### config.mk
export PLATFORM = sky130hd
export DESIGN_NAME = p2s_sda_tx_flat
export DESIGN_NICKNAME = d
export VERILOG_FILES = /design/src/rtl/p2s_sda_tx_if.sv /design/src/rtl/p2s_sda_tx.sv /design/src/flat_wrapper.sv
export SDC_FILE = /design/constraint.sdc
export NUM_CORES = 1
export LEC_CHECK = 0
export ABC_AREA = 0
export CAP_MARGIN = 40
export CORE_UTILIZATION = 25
export DETAILED_ROUTE_END_ITERATION = 10
export PLACE_DENSITY = 0.44
export SLEW_MARGIN = 10
export SYNTH_ARGS = -nofsm -noshare
export SYNTH_HDL_FRONTEND = slang
export SYNTH_SLANG_ARGS = --single-unit
### constraint.sdc
create_clock -name clk -period 2 [get_ports clk]
set_input_delay 0.3 -clock clk [delete_from_list [all_inputs] [get_ports clk]]
set_output_delay 0.3 -clock clk [all_outputs]
set_load 0.01 [all_outputs]
### src/rtl/p2s_sda_tx_if.sv
// Handshake and serial-link signals of the scl/sda nibble transmitter.
// The master side supplies nibbles; the slave side is the transmitter.
interface p2s_sda_tx_if;
    logic [3:0] din;
    logic       din_valid;
    logic       din_ready;
    logic       busy;
    logic       scl;
    logic       sda;

    modport master (
        output din,
        output din_valid,
        input  din_ready,
        input  busy,
        input  scl,
        input  sda
    );

    modport slave (
        input  din,
        input  din_valid,
        output din_ready,
        output busy,
        output scl,
        output sda
    );
endinterface

### src/rtl/p2s_sda_tx.sv
// Nibble transmitter: prime pulse after reset, then framed transfers of
// start, 4 data bits MSB first, one trailer clock with sda low, and stop.
module p2s_sda_tx #(
    parameter int HALF = 4
) (
    input  logic          clk,
    input  logic          rst,
    p2s_sda_tx_if.slave   bus
);

    typedef enum logic [3:0] {
        S_RESET,
        S_PRIME_L,
        S_PRIME_H,
        S_IDLE,
        S_START,
        S_BIT_L,
        S_BIT_H,
        S_TRL_L,
        S_TRL_H,
        S_STOP
    } state_t;

    state_t     state_reg, state_next;
    logic [7:0] phase_reg, phase_next;
    logic [1:0] bit_reg, bit_next;
    logic [3:0] shift_reg, shift_next;
    logic       scl_reg, scl_next;
    logic       sda_reg, sda_next;
    logic       ready_reg, ready_next;
    logic       busy_reg, busy_next;
    logic       phase_done;

    assign phase_done = (phase_reg == 8'(HALF - 1));

    always_comb begin
        state_next = state_reg;
        phase_next = phase_reg;
        bit_next   = bit_reg;
        shift_next = shift_reg;

        case (state_reg)
            S_RESET: begin
                state_next = S_PRIME_L;
                phase_next = 8'd0;
            end
            S_IDLE: begin
                // ready is high in IDLE, so valid alone completes the handshake
                if (bus.din_valid) begin
                    state_next = S_START;
                    shift_next = bus.din;
                    bit_next   = 2'd3;
                    phase_next = 8'd0;
                end
            end
            default: begin
                if (phase_done) begin
                    phase_next = 8'd0;
                    case (state_reg)
                        S_PRIME_L: state_next = S_PRIME_H;
                        S_PRIME_H: state_next = S_IDLE;
                        S_START:   state_next = S_BIT_L;
                        S_BIT_L:   state_next = S_BIT_H;
                        S_BIT_H: begin
                            if (bit_reg == 2'd0) begin
                                state_next = S_TRL_L;
                            end else begin
                                state_next = S_BIT_L;
                                bit_next   = bit_reg - 2'd1;
                                shift_next = {shift_reg[2:0], 1'b0};
                            end
                        end
                        S_TRL_L:   state_next = S_TRL_H;
                        S_TRL_H:   state_next = S_STOP;
                        S_STOP:    state_next = S_IDLE;
                        default:   state_next = S_RESET;
                    endcase
                end else begin
                    phase_next = phase_reg + 8'd1;
                end
            end
        endcase
    end

    // Outputs are decoded from the next state so they register alongside it.
    always_comb begin
        scl_next   = 1'b1;
        sda_next   = 1'b1;
        ready_next = 1'b0;
        busy_next  = 1'b0;
        case (state_next)
            S_PRIME_L: scl_next = 1'b0;
            S_IDLE:    ready_next = 1'b1;
            S_START: begin
                sda_next  = 1'b0;
                busy_next = 1'b1;
            end
            S_BIT_L: begin
                scl_next  = 1'b0;
                sda_next  = shift_next[3];
                busy_next = 1'b1;
            end
            S_BIT_H: begin
                sda_next  = shift_next[3];
                busy_next = 1'b1;
            end
            S_TRL_L: begin
                scl_next  = 1'b0;
                sda_next  = 1'b0;
                busy_next = 1'b1;
            end
            S_TRL_H: begin
                sda_next  = 1'b0;
                busy_next = 1'b1;
            end
            S_STOP:    busy_next = 1'b1;
            default: begin
                scl_next = 1'b1;
            end
        endcase
    end

    always_ff @(posedge clk) begin
        if (rst) begin
            state_reg <= S_RESET;
            phase_reg <= 8'd0;
            bit_reg   <= 2'd0;
            shift_reg <= 4'd0;
            scl_reg   <= 1'b1;
            sda_reg   <= 1'b1;
            ready_reg <= 1'b0;
            busy_reg  <= 1'b0;
        end else begin
            state_reg <= state_next;
            phase_reg <= phase_next;
            bit_reg   <= bit_next;
            shift_reg <= shift_next;
            scl_reg   <= scl_next;
            sda_reg   <= sda_next;
            ready_reg <= ready_next;
            busy_reg  <= busy_next;
        end
    end

    assign bus.scl       = scl_reg;
    assign bus.sda       = sda_reg;
    assign bus.din_ready = ready_reg;
    assign bus.busy      = busy_reg;

endmodule

### src/flat_wrapper.sv
// flat-port wrapper written by rule: the top's interface ports become plain ports
module p2s_sda_tx_flat 
#(
    parameter int HALF = 4
)
  (clk, rst, bus_din, bus_din_valid, bus_din_ready, bus_busy, bus_scl, bus_sda);
  p2s_sda_tx_if bus_i ();
  input  logic clk;
  input  logic rst;
  input wire logic [$bits(bus_i.din)-1:0] bus_din;
  input wire logic [$bits(bus_i.din_valid)-1:0] bus_din_valid;
  output wire logic [$bits(bus_i.din_ready)-1:0] bus_din_ready;
  output wire logic [$bits(bus_i.busy)-1:0] bus_busy;
  output wire logic [$bits(bus_i.scl)-1:0] bus_scl;
  output wire logic [$bits(bus_i.sda)-1:0] bus_sda;
  assign bus_i.din = bus_din;
  assign bus_i.din_valid = bus_din_valid;
  assign bus_din_ready = bus_i.din_ready;
  assign bus_busy = bus_i.busy;
  assign bus_scl = bus_i.scl;
  assign bus_sda = bus_i.sda;
  p2s_sda_tx #(.HALF(HALF)) u_core (.clk(clk), .rst(rst), .bus(bus_i));
endmodule
==> results of run 1 <==
path summary, 6_finish.rpt:
kind | slack (ns) | cells after the start | to | startpoint
setup / recovery | 0.08 | 7 | u_core.bus.sda$_SDFF_PP1_ | u_core.phase_reg[0]$_SDFFE_PP0P_
hold / removal | 0.46 | 2 | u_core.shift_reg[2]$_SDFFE_PP0P_ | u_core.shift_reg[2]$_SDFFE_PP0P_
setup reg to reg | 0.08 | 7 | u_core.bus.sda$_SDFF_PP1_ | u_core.phase_reg[0]$_SDFFE_PP0P_
hold reg to reg | 0.46 | 2 | u_core.shift_reg[2]$_SDFFE_PP0P_ | u_core.shift_reg[2]$_SDFFE_PP0P_
worst max-delay path, delay by kind of cell, from the launching register on:
family | cells | cell delay, ns
compound gates | 3 | 0.55
fa+ha+maj | 1 | 0.14
simple gates | 3 | 0.77
flops | 1 | 0.36
layout by cell type (no fill, tap or decap), types with 3 or more instances in the layout:
cell and n:
nand2_1 12, or3_1 3, xnor2_1 3, nor2_1 17, a21oi_1 10, nand3_1 5, o21ai_0 3, inv_1 4
buf_4 17, dfxtp_1 20, clkbuf_8 4, nand4_1 4, clkdlybuf4s50_1 10, xor2_1 3
stage by stage:
step                      total power [W]  utilization [%]
after floorplan                 0.0005281                -
after global placement          0.0005787            32.82
after detailed placement        0.0005805            32.82
after CTS                       0.0009035            34.15
after global routing            0.0009435            35.69
final                           0.0008959            35.69
power breakdown:
group | total [W] | internal, W | switching (W)
combinational | 0.000115 | 0.0000618 | 0.0000535
clock | 0.000319 | 0.000175 | 0.000144
sequential | 0.000461 | 0.000450 | 0.0000114
total | 0.000896 | 0.000687 | 0.000209
what timing repair did:
item,in CTS,in global routing
setup endpoints to repair,0,3
buffers inserted,0,3
resized for setup,0,11
cells by family (layout without fill, tap and decap cells):
logic type	Yosys count	in the layout	synth area share, %
AND/OR/NAND/NOR	62	62	31.42
AO/OA/AOI/OAI	31	31	18.74
flip-flops	22	22	39.51
buffers and inverters	10	35	3.366
XOR/XNOR	6	6	4.715
adder cells (fa/ha/maj)	2	2	2.244
routing by layer:
| layer | vias up | global-route usage [%] | wire length (µm) |
|---|---|---|---|
| met5 | - | 0 | 0 |
| met4 | 0 | 4.592 | 25 |
| met3 | 2 | 2.961 | 64 |
| met2 | 12 | 18.01 | 1152 |
| met1 | 504 | 17.40 | 1323 |
| li1 | 534 | - | - |
cells in the mapped netlist (all sizes together) (2+ instances only):
master and number:
or2 2, and3 2, xnor2 3, o21ai 3, nor3 3, a21oi 11
clkbuf 5, and4b 2, o21bai 2, ha 2, a211oi 2, nand2 13
xor2 3, nor4b 3, nand4 4, dfxtp 22, nor2 18, nand3 5
nor4 2, nor2b 2, a22oi 2, inv 4, or3 3
area by class of cell:
cell class,count,area share [%]
repair buffers,27,15.40
flip-flops and latches,22,30.12
inverters,4,1.015
clock buffers,4,3.723
multi-input cells,101,45.52
well taps,50,4.230
==> qor.csv, run 1 <==
stage,metric,value,unit
clocking,clockBufferDepth,2,
detailed_routing,via_per_inst,5.058,
timing,tightest_slew,0.4172,ns
timing,hold_viol,0,
cells_and_area,nets,168,
die,rows,23,
cells_and_area,final_cell_area,0.001479,mm²
yosys,synth_seq_area_share,39.51,%
setup_path,required,2.16,ns
grt,grt_antenna_before_repair,0,
die,start_util,26.90,%
yosys,syn-cell-area,0.001115,mm²
grt,grt_use_total,12.34,%
clocking,cts_max_level,1,
placement,gp_congestion,0.7871,
placement,hpwlAfterDp,1830,µm
detailed_routing,route.detailed.drc,0,
setup_path,criticalPathCategory,reg2reg,
setup_path,cp_cell_sequence,ha_4 -> nor4b_4 -> nand2_4 -> or3_1 -> a32o_2 -> o21bai_1 -> a21oi_2,
die,die_area,0.004730,mm²
yosys,synthArstFlopShare,0,%
placement,dp_cells,201,
cells_and_area,multi_input_area,673.1,µm²
timing,min_period_over_period,95.75,%
yosys,synth_top_cell_by_area,dfxtp_1,
setup_path,start_kind,flip-flop,
setup_path,cp_slowest_stage_delay,0.39,ns
placement,port_buffers,10,
clocking,clock_sinks,22,
timing,setup_ws,0.08496,ns
cells_and_area,area_growth,32.66,%
cells_and_area,layout.cells.non_filler,208,
yosys,synth_edf_count,0,
clocking,cts_made_buffers,3,
yosys,synth_flop_cell,dfxtp_1,
worst_hold_path,hold_path.class,reg2reg,
cells_and_area,fillers,435,
yosys,synth_top_area_share,39.51,%
grt,grt_max_degree,19,
outcome,status,completed,
setup_path,slowest_stage,or3_1,
yosys,syn_nets,142,
grt,grt_overflow,0,
clocking,cts_tree,built,
setup_path,cp_max_fo,8,
pwr,ir_drop,327.3,µV
detailed_routing,drtIter0Drc,78,
timing,period_minus_slack,1.915,ns
job,drv_cap,0,
pwr,power.leakage,0.5320,nW
detailed_routing,drt_pass1_iterations,4,
timing,slew_headroom,71.84,%
placement,place_ws,0.008344,ns
yosys,synth_area_per_cell,8.382,µm²
timing,maxSlewViolCount,0,
cells_and_area,diodes,0,
cells_and_area,largest_reg_flops,8,
die,core_area,0.004144,mm²
detailed_routing,wl,2565,µm
clocking,clk_latency,0.26,ns
timing,setup_viol,0,
detailed_routing,ant_nets,0,
cells_and_area,area.sequential,445.4,µm²
setup_path,cp.arrival,2.07,ns
detailed_routing,wl_per_cell,12.33,µm
clocking,hold_buffers,0,
detailed_routing,num_vias,1052,
timing,fin_skew,0.005782,ns
timing,maxClockFrequency,522.2,MHz
timing,rsz0062_at_grt,no,
pwr,pwr_density_cell,605.8,mW/mm²
timing,fin_setup_tns,0,ns
yosys,yosysWarningCount,0,
cells_and_area,layout-drive-gt1-share,22.78,%
timing,timing.hold.ws,0.4559,ns
yosys,synthCells,133,
die,fp.dieH,68.78,µm
clocking,root_buffer,clkbuf_8,
yosys,ys_ff_latch,22,
die,fp.dieW,68.78,µm
setup_path,cp-end-kind,flip-flop,
grt,grt_pass1_wl,4257,µm
die,io_pins,11,
placement,dpl-instance-area,0.001360,mm²
clocking,cts.clk_slew.worst_paths,0.08,ns
yosys,synth_area_leaders,"dfxtp_1 (40%), nor2_1 (6.1%), a21oi_1 (4.5%)",
yosys,ys_types,44,
grt,grt_pass1_vias,944,
Power figures use the tool's default switching activity.
==> run 2: changes to the inputs <==
REMOVE_ABC_BUFFERS = 1   (was default)
==> run 2 against run 1 <==
Final cell count decreased by 0.48%; first-iteration DRC count increased by 1.3%; global-route usage decreased by 0.36 points; largest cell class unchanged; largest power group unchanged; clock power decreased by 13%; register-to-register slack about the same; utilization decreased by 0.63 points; sequential cell count unchanged; critical path depth increased by 1; combinational power about the same; critical endpoint unchanged.
==> qor.csv, run 2 (synthesis results as in run 1) <==
stage,metric,value,unit,change
die,die_area,0.004730,mm²,unchanged
cells_and_area,nets,168,,unchanged
pwr,power.total,0.0008553,W,-4.5%
setup_path,start_kind,flip-flop,,
detailed_routing,wl_per_cell,12.07,µm,-2.1%
timing,hold_viol,0,,unchanged
pwr,power.leakage,0.5216,nW,-2.0%
clocking,cts_made_buffers,3,,unchanged
clocking,root_buffer,clkbuf_8,,
timing,period_minus_slack,1.908,ns,-0.007483 ns
clocking,hold_buffers,0,,unchanged
cells_and_area,layout.cells.non_filler,207,,-0.48%
timing,min_period_over_period,95.38,%,-0.37 points
grt,grt_overflow,0,,unchanged
placement,hpwlAfterDp,1839,µm,+0.49%
cells_and_area,mostFrequentLayoutCell,dfxtp_1,,
pwr,pwr_density_cell,588.8,mW/mm²,-2.8%
grt,grt_use_total,11.98,%,-0.36 points
detailed_routing,route.detailed.drc,0,,unchanged
die,core_area,0.004144,mm²,unchanged
timing,slew_headroom,65.76,%,-6.1 points
die,fp.dieW,68.78,µm,unchanged
cells_and_area,fillers,439,,+0.92%
timing,maxClockFrequency,524.2,MHz,+0.39%
clocking,clockBufferDepth,2,,unchanged
timing,maxSlewViolCount,0,,unchanged
placement,port_buffers,10,,unchanged
grt,grt_antenna_before_repair,0,,unchanged
detailed_routing,via_per_inst,4.981,,-1.5%
cells_and_area,final_cell_mix,"dfxtp_1 (20), nor2_1 (18), buf_4 (17), nand2_1 (12)",,
timing,tightest_slew,0.5129,ns,+0.09576 ns
cells_and_area,largest_reg_flops,8,,unchanged
clocking,cts.clk_slew.worst_paths,0.08,ns,about the same
die,fp.dieH,68.78,µm,unchanged
die,io_pins,11,,unchanged
timing,setup_viol,0,,unchanged
setup_path,cp.arrival,2.06,ns,about the same
die,rows,23,,unchanged
clocking,cts_tree,built,,
detailed_routing,drtIter0Drc,79,,+1.3%
detailed_routing,wl,2499,µm,-2.6%
setup_path,required,2.15,ns,about the same
worst_hold_path,hold_path.class,reg2reg,,
setup_path,cp_max_fo,3,,-5
setup_path,cp_slowest_stage_delay,0.35,ns,-0.04 ns
clocking,clk_latency,0.26,ns,about the same
detailed_routing,num_vias,1031,,-2.0%
setup_path,criticalPathCategory,reg2reg,,
outcome,status,completed,,
detailed_routing,ant_nets,0,,unchanged
cells_and_area,layout-drive-gt1-share,21.02,%,-1.8 points
grt,grt_max_degree,19,,unchanged
setup_path,cp_cell_sequence,ha_1 -> nor4b_4 -> buf_4 -> nand3_1 -> o2bb2ai_1 -> xnor2_1 -> and4b_4 -> a21oi_2,,
setup_path,slowest_stage,dfxtp_2,,
timing,fin_skew,0.009469,ns,+0.003687 ns
die,start_util,26.90,%,unchanged
placement,dp_cells,201,,unchanged
grt,grt_pass1_wl,4202,µm,-1.3%
job,drv_cap,0,,unchanged
clocking,cts_max_level,1,,unchanged
clocking,clock_sinks,22,,unchanged
pwr,ir_drop,214.6,µV,-34%
detailed_routing,drt_pass1_iterations,4,,unchanged
setup_path,cp-end-kind,flip-flop,,
placement,gp_congestion,0.8720,,+11%
grt,grt_pass1_vias,966,,+2.3%
cells_and_area,area_growth,30.30,%,
cells_and_area,diodes,0,,unchanged
run 2: through the flow:
step | util [%] | setup TNS [ns] | area (µm²) | hold slack [ns] | worst slack, ns
after floorplan | - | 0 | 1092 | 0.3691 | 0.1091
after global placement | 32.82 | 0 | 1360 | 0.4478 | 0.04942
after detailed placement | 32.82 | 0 | 1360 | 0.4549 | 0.05969
after CTS | 33.82 | 0 | 1401 | 0.4658 | 0.01363
after global routing | 35.05 | -0.03495 | 1453 | 0.4901 | -0.03495
final | 35.05 | 0 | 1453 | 0.4570 | 0.09244
run 2: critical path: cells and delay by family (launching register included):
kind / cells / cell delay, ns
AO/OA/AOI/OAI: 2 / 0.31
XOR/XNOR: 1 / 0.15
adder cells (fa/ha/maj): 1 / 0.17
buffers and inverters: 1 / 0.18
flip-flops: 1 / 0.35
AND/OR/NAND/NOR: 3 / 0.63
run 2: report_power, final:
group	switching, W	internal [W]	total, W
Sequential	0.0000124	0.000451	0.000463
Combinational	0.0000533	0.0000616	0.000115
Clock	0.000143	0.000134	0.000277
Total	0.000209	0.000647	0.000855
run 2: repair_timing:
action	4_1_cts	5_1_grt
gates resized for setup	0	7
setup buffers	0	3
endpoints found under the setup margin	0	3
run 2: area by class of cell:
class                           instances  area, µm²  area share, %
Multi-Input combinational cell        101      663.1          45.65
Inverter                                4      15.01          1.034
Clock buffer                            3      41.29          2.842
Tap cell                               50      62.56          4.307
Sequential cell                        22      442.9          30.49
Timing Repair Buffer                   27      227.7          15.68
run 2: per-layer routing:
| layer | track usage (%) | share of wire [%] |
|---|---|---|
| met2 | 19.49 | 45 |
| met1 | 15.36 | 50 |
| met3 | 2.961 | 2.7 |
| met4 | 4.082 | 1.6 |
| met5 | 0 | 0 |
run 2: path summary, 6_finish.rpt:
| kind | start | to | slack, ns | cells past startpoint |
|---|---|---|---|---|
| worst max-delay path | u_core.phase_reg[1]$_SDFFE_PP0P_ | u_core.bus.sda$_SDFF_PP1_ | 0.09 | 8 |
| worst min-delay path | u_core.shift_reg[2]$_SDFFE_PP0P_ | u_core.shift_reg[2]$_SDFFE_PP0P_ | 0.46 | 2 |
| worst max register to register | u_core.phase_reg[1]$_SDFFE_PP0P_ | u_core.bus.sda$_SDFF_PP1_ | 0.09 | 8 |
| worst min register to register | u_core.shift_reg[2]$_SDFFE_PP0P_ | u_core.shift_reg[2]$_SDFFE_PP0P_ | 0.46 | 2 |
